==> src/rtl/accel_loader.sv <==
// Streaming job loader: parses a 9-word header into configuration registers,
// writes image and filter payloads to memory, then runs the accelerator.
module accel_loader #(
  parameter int DATA_WIDTH = 18,
  parameter int ADDR_WIDTH = 16
) (
  input  logic                  clk,
  input  logic                  rst,
  input  logic [DATA_WIDTH-1:0] in_data,
  input  logic                  in_valid,
  output logic                  in_ready,
  output logic [ADDR_WIDTH-1:0] interface_write_addr,
  output logic [DATA_WIDTH-1:0] interface_write_data,
  output logic                  interface_write_en,
  output logic [7:0]            image_dim,
  output logic [8:0]            image_depth,
  output logic [15:0]           image_memory_offset,
  output logic [15:0]           filter_memory_offset,
  output logic [15:0]           output_memory_offset,
  output logic [1:0]            filter_halfsize,
  output logic [2:0]            filter_stride,
  output logic [12:0]           filter_length,
  output logic [17:0]           filter_bias,
  output logic                  accel_rst,
  input  logic                  accel_done,
  output logic                  loader_done,
  input  logic                  loader_ack
);

  typedef enum logic [2:0] {HEADER, IMAGE, FILTER, LAUNCH, RUN, DONE} state_t;

  state_t      state, state_next;
  logic [3:0]  hdr_cnt, hdr_cnt_next;
  logic [15:0] pay_cnt, pay_cnt_next;
  logic [15:0] image_count;
  logic [17:0] hdr_word;
  logic [15:0] payload_base;
  logic [ADDR_WIDTH-1:0] payload_addr;
  logic        accept;
  logic        payload_state;

  // Header fields are taken from an 18-bit view of the stream word.
  generate
    if (DATA_WIDTH >= 18) begin : g_wide
      assign hdr_word = in_data[17:0];
    end else begin : g_narrow
      assign hdr_word = {{(18 - DATA_WIDTH){1'b0}}, in_data};
    end
  endgenerate

  assign in_ready      = !rst && (state == HEADER || state == IMAGE || state == FILTER);
  assign accept        = in_valid && in_ready;
  assign payload_state = (state == IMAGE) || (state == FILTER);
  assign payload_base  = (state == IMAGE) ? image_memory_offset : filter_memory_offset;
  assign payload_addr  = ADDR_WIDTH'(payload_base) + ADDR_WIDTH'(pay_cnt);
  assign accel_rst     = (state != RUN);
  assign loader_done   = (state == DONE);

  always_comb begin
    state_next   = state;
    hdr_cnt_next = hdr_cnt;
    pay_cnt_next = pay_cnt;
    case (state)
      HEADER: if (accept) begin
        if (hdr_cnt == 4'd8) begin
          hdr_cnt_next = 4'd0;
          pay_cnt_next = 16'd0;
          // image_count is still being latched, so look at the live word
          if (hdr_word[15:0] != 16'd0)   state_next = IMAGE;
          else if (filter_length != 13'd0) state_next = FILTER;
          else                             state_next = LAUNCH;
        end else begin
          hdr_cnt_next = hdr_cnt + 4'd1;
        end
      end
      IMAGE: if (accept) begin
        if (pay_cnt == image_count - 16'd1) begin
          pay_cnt_next = 16'd0;
          state_next   = (filter_length != 13'd0) ? FILTER : LAUNCH;
        end else begin
          pay_cnt_next = pay_cnt + 16'd1;
        end
      end
      FILTER: if (accept) begin
        if (pay_cnt == {3'b000, filter_length} - 16'd1) begin
          pay_cnt_next = 16'd0;
          state_next   = LAUNCH;
        end else begin
          pay_cnt_next = pay_cnt + 16'd1;
        end
      end
      LAUNCH: state_next = RUN;
      RUN:    if (accel_done) state_next = DONE;
      DONE:   if (loader_ack) begin
        state_next   = HEADER;
        hdr_cnt_next = 4'd0;
      end
      default: state_next = HEADER;
    endcase
  end

  always_ff @(posedge clk or posedge rst) begin
    if (rst) begin
      state                <= HEADER;
      hdr_cnt              <= 4'd0;
      pay_cnt              <= 16'd0;
      image_count          <= 16'd0;
      image_dim            <= 8'd0;
      image_depth          <= 9'd0;
      image_memory_offset  <= 16'd0;
      filter_memory_offset <= 16'd0;
      output_memory_offset <= 16'd0;
      filter_halfsize      <= 2'd0;
      filter_stride        <= 3'd0;
      filter_length        <= 13'd0;
      filter_bias          <= 18'd0;
      interface_write_en   <= 1'b0;
      interface_write_addr <= '0;
      interface_write_data <= '0;
    end else begin
      state              <= state_next;
      hdr_cnt            <= hdr_cnt_next;
      pay_cnt            <= pay_cnt_next;
      interface_write_en <= accept && payload_state;
      if (accept && payload_state) begin
        interface_write_addr <= payload_addr;
        interface_write_data <= in_data;
      end
      if (accept && state == HEADER) begin
        case (hdr_cnt)
          4'd0: image_dim            <= hdr_word[7:0];
          4'd1: image_depth          <= hdr_word[8:0];
          4'd2: image_memory_offset  <= hdr_word[15:0];
          4'd3: filter_memory_offset <= hdr_word[15:0];
          4'd4: output_memory_offset <= hdr_word[15:0];
          4'd5: begin
            filter_halfsize <= hdr_word[1:0];
            filter_stride   <= hdr_word[4:2];
          end
          4'd6: filter_length <= hdr_word[12:0];
          4'd7: filter_bias   <= hdr_word[17:0];
          4'd8: image_count   <= hdr_word[15:0];
          default: ;
        endcase
      end
    end
  end

endmodule

==> config.mk <==
export PLATFORM = sky130hd
export DESIGN_NAME = accel_loader
export DESIGN_NICKNAME = d
export VERILOG_FILES = /design/src/rtl/accel_loader.sv
export SDC_FILE = /design/constraint.sdc
export NUM_CORES = 1
export LEC_CHECK = 0
export ABC_AREA = 1
export BUFFER_PORTS_ARGS = -buffer_cell sky130_fd_sc_hd__buf_2
export CORE_AREA = 2 2 166 168
export CTS_BUF_LIST = sky130_fd_sc_hd__clkbuf_8 sky130_fd_sc_hd__clkbuf_16
export DETAILED_ROUTE_END_ITERATION = 12
export DIE_AREA = 0 0 168 170
export PLACE_DENSITY_LB_ADDON = 0.05
export RECOVER_POWER = 100
export SYNTH_ARGS = -nofsm -noshare
export SYNTH_HDL_FRONTEND = slang
export SYNTH_SLANG_ARGS = --single-unit
==> constraint.sdc <==
create_clock -name clk -period 6.7 [get_ports clk]
set_input_delay 0.335 -clock clk [delete_from_list [all_inputs] [get_ports clk]]
set_output_delay 0.335 -clock clk [all_outputs]
set_load 0.02 [all_outputs]
* After elaboration in Yosys (flattened, before gate mapping)
Index checks and enable logic that the tools add are counted.
** Storage, ports and cells
- Register bits :: 175
- Input port bits :: 23
- Output and inout bits :: 139
** Cells by class
- $add $sub $neg :: 5
- Equal/unequal tests :: 24
- Multiplexer cells :: 23
- Reductions and logical operators :: 26
** Operators by type and width (number)
- 16-bit two-way mux :: 7
- 16-bit one-hot mux with 3 select lines :: 1
- 16-bit equality test :: 2
- 3-bit two-way mux :: 8
- 3-bit one-hot mux with 6 select lines :: 1
- 2-bit AND reduction :: 9
- 16-bit by 1-bit adder with 16-bit output, second input constant :: 1
- 16-bit adder :: 1
- 4-bit by 3-bit equality test with 1-bit output, second input constant :: 4
- 16-bit nonzero test :: 1
- 16-bit by 1-bit subtractor with 16-bit output, second input constant :: 1
- 13-bit by 1-bit subtractor with 14-bit output, second input constant :: 1
- 13-bit nonzero test :: 1
- 4-bit two-way mux :: 3
- 4-bit by 2-bit equality test with 1-bit output, second input constant :: 2
- 2-bit by 1-bit != test with 1-bit output, second input constant :: 4
- 2-bit != test, second input constant :: 4
- 4-bit one-hot mux with 2 select lines :: 1
- 8-bit AND reduction :: 1
- 3-bit by 2-bit equality test with 1-bit output, second input constant :: 2
- 3-bit equality test, second input constant :: 2
- 5-bit AND reduction :: 1
- 4-bit by 1-bit adder with 4-bit output, second input constant :: 1
- 4-bit by 1-bit equality test with 1-bit output, second input constant :: 1
- other kinds (13) :: 18

* Depth between registers and ports, before layout
Gate-level depths: netlist of the first run.
- Depth in word-level cells :: 7
- Gate-level depth with buffers :: 17

* Worst setup path before layout of the first run
Ideal clock, no wire load.
- Path type :: flip-flop to flip-flop
- Start :: register state[1]
- End :: register interface_write_addr[10]
- Library setup time :: 0.117 ns
- Arrival :: 2.582 ns
- Setup slack :: 4.001 ns
- Cell stages (with the launch flop) :: 16
- Buffers on the path :: 0
- Cells stage by stage :: dfrtp_1 > nor3_4 > inv_2 > nand2_1 > nand2_1 > ha_1 > fa_1 > nand2_1 > nand2_1 > o21a_1 > a21boi_0 > o21ai_0 > a21oi_1 > nand2_1 > nand3_1 > nand2_1
** On the way
- Longest elaborated chain between the ends :: 6
- Elaborated cells between the ends (all ways) :: 11
- Those cells by class :: add/sub: 1; eq/ne: 2; mux: 1; reduce/logical: 7
** RTL lines
- start: declaration :: RTL line 32 : state_t state, state_next;
- start signal: assignment :: RTL line 121 : state <= state_next;
- branches (longest 6 deep; another with 16-bit adder)
- end signal: assignment :: RTL line 126 : interface_write_addr <= payload_addr;
- end: declaration :: RTL line 12 : output logic [ADDR_WIDTH-1:0] interface_write_addr,
Parallel ways; which one is timed is not known.
A chain may end at the register's enable or synchronous reset.

* Final worst setup path of the first run
- Start :: register state[2]
- End :: register interface_write_addr[2]
Same word-level chain as after synthesis.

==> results of run 1 <==
[flip-flops by register name (all words and copies together) (netlist names)]
register              count
image_count              16
filter_length            13
image_dim                 8
filter_stride             3
filter_memory_offset     16
state                     3
filter_halfsize           2
interface_write_addr     16
filter_bias              18
interface_write_data     18
image_depth               9
image_memory_offset      16
output_memory_offset     16
interface_write_en        1
pay_cnt                  16
hdr_cnt                   4
[cell usage after synthesis (all sizes together)]
library cell	instances	area (um^2)
a21boi	2	15.0
o21bai	2	15.0
nor2	76	354
nand4	16	100
nand3b	6	45.0
a31oi	6	37.5
a21oi	12	60.1
buf	27	164
a31o	1	8.76
xnor3	1	22.5
inv	105	394
nand3	72	468
o21ai	160	801
dfrtp	175	4380
and2	1	6.26
or2	5	31.3
ha	22	275
o21a	1	7.51
o31ai	1	7.51
nand2	386	1520
fa	1	20.0
xor2	30	263
xnor2	14	123
clkbuf	19	73.8
nor3	9	67.6
nor4	3	25.0
mux2i	1	10.0
[per-stage QoR]
step	util (%)	area [um^2]
after floorplan	-	9290
after global placement	38.7	10300
after detailed placement	38.7	10300
after CTS	41.1	10900
after global routing	40.0	10700
final	40.0	10700
[cell families (layout without fill, tap and decap cells)]
family          count (synthesis)  in the layout  synth area share (%)
compound gates                185            185                  10.2
xor+xnor                       45             45                  4.39
fa+ha+maj                      23             23                  3.18
buf+inv                       151            303                  6.80
flops                         175            175                  47.1
mux                             1              1                 0.108
other cells                     0              1                     0
simple gates                  574            574                  28.2
[power by group through the flow]
stage	Clock, W	Sequential [W]	Combinational [W]
6_report	0.00104	0.00176	0.00236
5_1_grt	0.00111	0.00182	0.00269
4_1_cts	0.00107	0.00176	0.00252
3_5_place_dp	0	0.00177	0.00252
3_3_place_gp	0	0.00177	0.00250
2_1_floorplan	0	0.00206	0.00148
[routing by layer]
layer	part of all wire [%]	GRT usage [%]
met3	5.0	4.49
met5	0.055	0
met2	46	33.0
met4	0.88	4.91
met1	49	29.3
[layout make-up]
type,count,area (um^2)
Clock inverter,15,185
Clock buffer,17,425
Timing Repair Buffer,166,667
Antenna cell,1,2.50
Inverter,105,395
Fill cell,2856,16000
Tap cell,341,427
Sequential cell,175,4380
Multi-Input combinational cell,828,4170
[tightest hold or removal path, cell delays in order]
cell and delay, ns:
buf_2 0.09, inv_1 0.05, o21ai_0 0.08
[path summary, 6_finish.rpt]
| check | from | endpoint | slack (ns) | depth (start not counted) |
|---|---|---|---|---|
| setup / recovery | state[2]$_DFFE_PP0P_ | interface_write_addr[2]$_DFFE_PP0P_ | 2.56 | 8 |
| hold / removal | in_data[16] | interface_write_data[16]$_DFFE_PP0P_ | 0.15 | 3 |
| setup reg to reg | state[2]$_DFFE_PP0P_ | interface_write_addr[2]$_DFFE_PP0P_ | 2.56 | 8 |
| hold reg to reg | interface_write_addr[0]$_DFFE_PP0P_ | interface_write_addr[0]$_DFFE_PP0P_ | 0.48 | 2 |
| max in group asynchronous | rst | pay_cnt[0]$_DFFE_PP0P_ | 4.06 | 4 |
| min in group asynchronous | rst | interface_write_data[0]$_DFFE_PP0P_ | 0.98 | 3 |
==> flow_summary_export.csv, run 1 <==
group,metric,value,unit
logic_synthesis,syn_area,9290,um^2
logic_synthesis,yosys_warnings,0,
placement,gp_congestion,0.830,
final_layout,mostFrequentLayoutCell,"nand2_1",
final_layout,areaGrowthSynthToFinish,14.6,%
floorplanning,dieArea,28600,um^2
floorplanning,die_x,168,um
logic_synthesis,syn-num-nets,1200,
drt,wire_per_inst,17.6,um
clock_network,htreeDepth,4,
final_layout,final_cells,1648,
timing,fin_ws,2.56,ns
power,ir_worst_vdd,185,uV
floorplanning,die_h,170,um
timing,period_share,61.8,%
floorplanning,initial_core_util,34.9,%
setup_path,cp_top_family,"buffers and inverters",
logic_synthesis,synth_area_per_cell,8.05,um^2
timing,slew_headroom,-39.0,%
timing,rsz0062_at_grt,"false",
clock_network,cts_tree,"done",
timing,setup_violations,0,
setup_path,worst-path-max-fanout,57,
min_path,worstHoldPathType,"input pin to register",
timing,hold_viol_final,0,
power,power_density,484,nW/um^2
global_routing,antenna_found_initial,2,
timing,skew,0.0185,ns
logic_synthesis,ys_seq_area_share,47.1,%
placement,place_ws,3.25,ns
timing,slew_violations,133,
setup_path,slowest_stage,"inv_1",
global_routing,grt_pass1_wl,45400,um
timing,finalHoldWorstSlack,0.154,ns
power,leakagePower,5.22,nW
logic_synthesis,synth_seq_cells,175,
power,power_frac_seq,34.2,%
run,maxCapViolCount,3,
drt,drtPass1Iterations,5,
floorplanning,rows,60,
power,intPower,0.00266,W
timing,setup_tns,0,ns
drt,drtIter0Drc,495,
clock_network,clk_path_buf_depth,2,
final_layout,nets,1339,
setup_path,crit_path_max_incr_delay,1.30,ns
outcome,violations,"capacitance limit, slew limit",
outcome,status,"complete, but fails checks",
logic_synthesis,ys_types,42,
power,p_sw,0.00250,W
timing,tightest_slew,2.07,ns
drt,drcViolationCount,0,
power,clkPwrFrac,20.1,%
drt,viasPerCell,4.77,
setup_path,worst-path-buf-inv,3,
power,power_switching_share,48.4,%
setup_path,critPathLaunchType,"register",
power,power_frac_comb,45.7,%
global_routing,grt_overflow_total,0,
power,total_power,0.00516,W
drt,vias,7865,
global_routing,grt_pass1_vias,7639,
clock_network,cts_num_sinks,175,
setup_path,crit_required,7.03,ns
placement,dpl.cell_count,1614,
final_layout,final_cell_mix,"371 x nand2_1, 175 x dfrtp_1, 155 x o21ai_0, 141 x clkbuf_1, 102 x inv_1",
clock_network,cts_buffers,17,
setup_path,worstSetupPathType,"register to register",
clock_network,post_cts_buffers,0,
floorplanning,core,26700,um^2
timing,fmax,242,MHz
timing,min_period,4.14,ns
placement,place_hpwl,20900,um
clock_network,ctsHoldBuffers,1,
floorplanning,io_pins,162,
clock_network,clk_pin_slew,0.08,ns
setup_path,cp.arrival,4.47,ns
clock_network,clock-root-buffer,"clkbuf_16",
setup_path,critPathCaptureType,"register",
final_layout,drive_above_1_share,7.81,%
placement,port-buffer-count,161,
logic_synthesis,syn_inst,1154,
drt,wirelength,28900,um
global_routing,grt_max_degree,67,
global_routing,grt_usage,20.9,%
setup_path,path_cells,"inv_1, nand2_1, nor2_1, nand2_1, nor2_2, clkbuf_1, inv_1, o21ai_0",
clock_network,clock_latency,0.45,ns
clock_network,cts_resized,0,
drt,drtAntennaViolNets,0,
No activity file was read; power rests on OpenSTA's default activity.
==> run 2: changes to the inputs <==
- clock period: 6.7 -> 4.2 ns (I/O delays scaled with it)
==> flow_summary_export.csv, run 2 (same netlist as run 1, synthesis figures left out) <==
group,metric,value,unit
outcome,status,"complete, but fails checks",
outcome,violations,"capacitance limit, slew limit",
timing,slew_headroom,-8.72,%
timing,setup_violations,0,
setup_path,worstSetupPathType,"register to register",
floorplanning,rows,60,
final_layout,final_core_util,40.1,%
timing,hold_viol_final,0,
final_layout,final_cell_mix,"371 x nand2_1, 175 x dfrtp_1, 155 x o21ai_0, 140 x clkbuf_1, 102 x inv_1",
timing,period_share,78.9,%
floorplanning,io_pins,162,
drt,wirelength,28900,um
final_layout,diodes,0,
final_layout,reg_top3,"filter_bias: 18 flops, interface_write_data: 18 flops",
placement,port-buffer-count,161,
drt,drcViolationCount,0,
power,ir_worst_vdd,292,uV
placement,gp_congestion,0.858,
final_layout,drive_above_1_share,8.03,%
floorplanning,die_h,170,um
clock_network,clock-root-buffer,"clkbuf_16",
timing,tightest_slew,1.63,ns
setup_path,critPathCaptureType,"register",
floorplanning,core,26700,um^2
floorplanning,dieArea,28600,um^2
timing,slew_violations,92,
clock_network,post_cts_buffers,0,
timing,fmax,302,MHz
timing,skew,0.0229,ns
timing,min_period,3.31,ns
clock_network,cts_tree,"done",
floorplanning,initial_core_util,34.9,%
setup_path,critPathLaunchType,"register",
clock_network,htreeDepth,4,
power,power_density,774,nW/um^2
clock_network,clk_pin_slew,0.09,ns
clock_network,clock_latency,0.45,ns
placement,place_hpwl,20800,um
clock_network,cts_buffers,17,
power,leakagePower,5.23,nW
timing,rsz0062_at_grt,"false",
global_routing,grt_max_degree,92,
global_routing,antenna_found_initial,2,
global_routing,grt_pass1_wl,45100,um
drt,drtAntennaViolNets,0,
global_routing,grt_pass1_vias,7434,
global_routing,grt_usage,20.8,%
final_layout,areaGrowthSynthToFinish,14.9,%
setup_path,worst-path-max-fanout,16,
drt,wire_per_inst,17.6,um
drt,drtIter0Drc,528,
floorplanning,die_x,168,um
setup_path,crit_required,4.57,ns
clock_network,clk_path_buf_depth,2,
drt,viasPerCell,4.76,
setup_path,cp.arrival,3.68,ns
clock_network,cts_resized,0,
final_layout,nets,1340,
global_routing,grt_overflow_total,0,
final_layout,mostFrequentLayoutCell,"nand2_1",
timing,setup_tns,0,ns
run,maxCapViolCount,2,
clock_network,cts_num_sinks,175,
min_path,worstHoldPathType,"input pin to register",
drt,drtPass1Iterations,5,
drt,vias,7850,
==> run 2: final cells by class <==
class                           instances  area [um^2]
Clock buffer                           17          425
Clock inverter                         15          185
Tap cell                              341          427
Sequential cell                       175         4380
Inverter                              105          395
Multi-Input combinational cell        828         4180
Timing Repair Buffer                  167          688
Fill cell                            2854        16000
==> run 2: power by group <==
group | switching (W) | internal, W | leakage, nW
combinational | 0.00261 | 0.00117 | 2.59
clock | 0.000842 | 0.000815 | 0.297
sequential | 0.000548 | 0.00227 | 2.35
==> run 2: worst max-delay path, stage by stage (launching register included) <==
cell and delay [ns]:
dfrtp_1 0.45, nor3_4 0.44, inv_1 0.36, nand2_1 0.14, nand2_1 0.07, ha_1 0.21, fa_1 0.41, nand2_1 0.08
nand2_1 0.05, o21a_1 0.14, a21boi_0 0.26, o21ai_0 0.20, a21oi_1 0.19, or2_2 0.13, nand3_1 0.05, nand2_1 0.07
==> run 2: repair_timing <==
item                                    CTS  global route
hold endpoints to repair                 32             0
hold buffers                              1             0
endpoints found under the setup margin    0             0
==> run 2: routing by layer <==
metal | vias to the layer above | GRT usage (%) | wire length [um]
met5 | - | 0 | 0
met4 | 0 | 5.48 | 307
met3 | 18 | 3.91 | 1280
met2 | 158 | 32.3 | 13100
met1 | 3695 | 29.8 | 14300
li1 | 3979 | - | -
==> run 2: path summary, 6_finish.rpt <==
| check | from | end | slack [ns] | cells after the start |
|---|---|---|---|---|
| worst max-delay path | state[1]$_DFFE_PP0P_ | interface_write_addr[10]$_DFFE_PP0P_ | 0.89 | 15 |
| worst min-delay path | in_data[17] | interface_write_data[17]$_DFFE_PP0P_ | 0.04 | 3 |
| worst max register to register | state[1]$_DFFE_PP0P_ | interface_write_addr[10]$_DFFE_PP0P_ | 0.89 | 15 |
| worst min register to register | interface_write_addr[13]$_DFFE_PP0P_ | interface_write_addr[13]$_DFFE_PP0P_ | 0.49 | 2 |
| max in group asynchronous | rst | image_memory_offset[13]$_DFFE_PP0P_ | 1.49 | 4 |
| min in group asynchronous | rst | filter_length[2]$_DFFE_PP0P_ | 0.78 | 3 |
==> run 2: through the flow <==
step	hold slack (ns)	cells	cell area (um^2)	setup slack, ns	power [W]
floorplan	0.367	1154	9300	1.50	0.00564
global placement	0.456	1615	10400	1.12	0.00685
detailed placement	0.462	1615	10400	1.03	0.00687
CTS	0.0284	1648	11000	1.03	0.00856
global route	0.0669	1648	10700	0.597	0.00898
finish	0.0422	1648	10700	0.885	0.00826
==> run 3: changes to the inputs <==
- clock period: 4.2 -> 2.7 ns (I/O delays scaled with it)
==> flow_summary_export.csv, run 3 (same netlist as run 1, synthesis figures left out) <==
group,metric,value,unit
timing,finalHoldWorstSlack,0.0651,ns
final_layout,areaGrowthSynthToFinish,19.8,%
drt,vias,8066,
timing,min_period,2.55,ns
drt,drtPass1Iterations,5,
final_layout,mostFrequentLayoutCell,"nand2_1",
timing,period_share,94.3,%
drt,drtIter0Drc,506,
setup_path,critPathLaunchType,"register",
drt,wirelength,29900,um
setup_path,critPathCaptureType,"register",
setup_path,slowest_stage,"dfrtp_1",
setup_path,crit_path_max_incr_delay,0.40,ns
placement,port-buffer-count,161,
timing,setup_violations,0,
final_layout,fillers,2833,
timing,skew,0.0128,ns
final_layout,drive_above_1_share,13.2,%
global_routing,grt_overflow_total,0,
drt,drcViolationCount,0,
global_routing,antenna_found_initial,1,
power,ir_worst_vdd,481,uV
placement,gp_congestion,0.878,
floorplanning,die_x,168,um
floorplanning,io_pins,162,
final_layout,final_cell_area,11100,um^2
setup_path,crit_required,3.03,ns
timing,slew_violations,0,
outcome,status,"finished clean",
floorplanning,core,26700,um^2
setup_path,cp.arrival,2.88,ns
clock_network,cts_buffers,17,
global_routing,grt_pass1_wl,46900,um
timing,slew_headroom,6.90,%
timing,rsz0062_at_grt,"true",
drt,wire_per_inst,17.7,um
final_layout,final_cell_mix,"368 x nand2_1, 175 x dfrtp_1, 152 x o21ai_0, 140 x clkbuf_1, 96 x inv_1",
clock_network,clk_path_buf_depth,2,
run,maxCapViolCount,0,
final_layout,reg_top3,"filter_bias: 18 flops, interface_write_data: 18 flops",
clock_network,clock-root-buffer,"clkbuf_16",
final_layout,nets,1378,
floorplanning,dieArea,28600,um^2
timing,fmax,393,MHz
drt,viasPerCell,4.78,
global_routing,grt_pass1_vias,7800,
floorplanning,rows,60,
floorplanning,die_h,170,um
floorplanning,initial_core_util,34.9,%
setup_path,path_common_cell,"nand2_1",
power,leakagePower,5.40,nW
final_layout,seqCellArea,4380,um^2
clock_network,clock_latency,0.45,ns
min_path,worstHoldPathType,"input pin to register",
global_routing,grt_max_degree,78,
setup_path,worst-path-max-fanout,12,
drt,drtAntennaViolNets,0,
placement,place_area,10600,um^2
final_layout,multi_input_area,4380,um^2
timing,tightest_slew,1.40,ns
setup_path,path_cells,"inv_2, nor3_4, buf_6, buf_4, nand2_1, nand2_1, ha_4, a21oi_2, o21ai_0, nand2_1, nand3_1, a31o_2, or2_2, nand3_1, nand2_1",
placement,place_hpwl,21600,um
power,power_density,1180,nW/um^2
clock_network,clk_pin_slew,0.07,ns
clock_network,cts_tree,"done",
setup_path,worstSetupPathType,"register to register",
timing,hold_viol_final,0,
clock_network,cts_num_sinks,175,
clock_network,htreeDepth,4,
global_routing,grt_usage,21.5,%
==> run 3: cell type report <==
type / count / share of cell area (%)
diodes: 1 / 0.0225
well taps: 341 / 3.83
clock inverters: 15 / 1.48
inverters: 105 / 3.55
flip-flops and latches: 175 / 39.3
repair buffers: 205 / 8.61
clock buffers: 17 / 3.82
multi-input cells: 828 / 39.4
==> run 3: routing by layer <==
| layer | wire, um | global-route usage (%) | vias to the layer above |
|---|---|---|---|
| li1 | - | - | 4069 |
| met1 | 14400 | 29.9 | 3805 |
| met2 | 13800 | 34.4 | 172 |
| met3 | 1450 | 4.88 | 20 |
| met4 | 317 | 4.23 | 0 |
| met5 | 0 | 0 | - |
==> run 3: repair_timing <==
item                                    4_1_cts  5_1_grt
endpoints found under the setup margin        0       24
resized for setup                             0       29
hold buffers                                  3        0
hold endpoints to repair                     17        0
buffers inserted                              0        7
==> run 3: worst max-delay path: cells and delay by family, from the launching register on <==
family / cells / cell delay, ns
buffers and inverters: 3 / 0.38
and+or+nand+nor: 8 / 0.98
adders and majority gates: 1 / 0.22
AOI/OAI and AO/OA: 3 / 0.46
DFF: 1 / 0.40
==> run 3: final timing paths <==
| check | start | end | slack, ns | depth (start not counted) |
|---|---|---|---|---|
| min reg2reg | interface_write_addr[0]$_DFFE_PP0P_ | interface_write_addr[0]$_DFFE_PP0P_ | 0.48 | 2 |
| min | accel_done | state[2]$_DFFE_PP0P_ | 0.07 | 4 |
| max | state[0]$_DFFE_PP0P_ | interface_write_addr[13]$_DFFE_PP0P_ | 0.15 | 15 |
| max in group asynchronous | rst | interface_write_data[3]$_DFFE_PP0P_ | 0.53 | 4 |
| min in group asynchronous | rst | pay_cnt[0]$_DFFE_PP0P_ | 0.41 | 3 |
| max reg2reg | state[0]$_DFFE_PP0P_ | interface_write_addr[13]$_DFFE_PP0P_ | 0.15 | 15 |
==> run 3: power by group <==
group | total, W | switching (W) | internal, W
Combinational | 0.00630 | 0.00425 | 0.00205
Sequential | 0.00435 | 0.000820 | 0.00353
Clock | 0.00253 | 0.00128 | 0.00125
Total | 0.0132 | 0.00635 | 0.00683
==> run 3: through the flow <==
stage	cells	total power [W]	utilization, %	worst slack [ns]	setup TNS [ns]
3_3_place_gp	1644	0.0107	39.7	0.0927	0
5_1_grt	1686	0.0143	41.8	-0.0494	-0.262
6_report	1687	0.0132	41.8	0.153	0
3_5_place_dp	1644	0.0108	39.7	0.0641	0
2_1_floorplan	1154	0.00877	-	0.000664	0
4_1_cts	1679	0.0134	42.0	0.0589	0
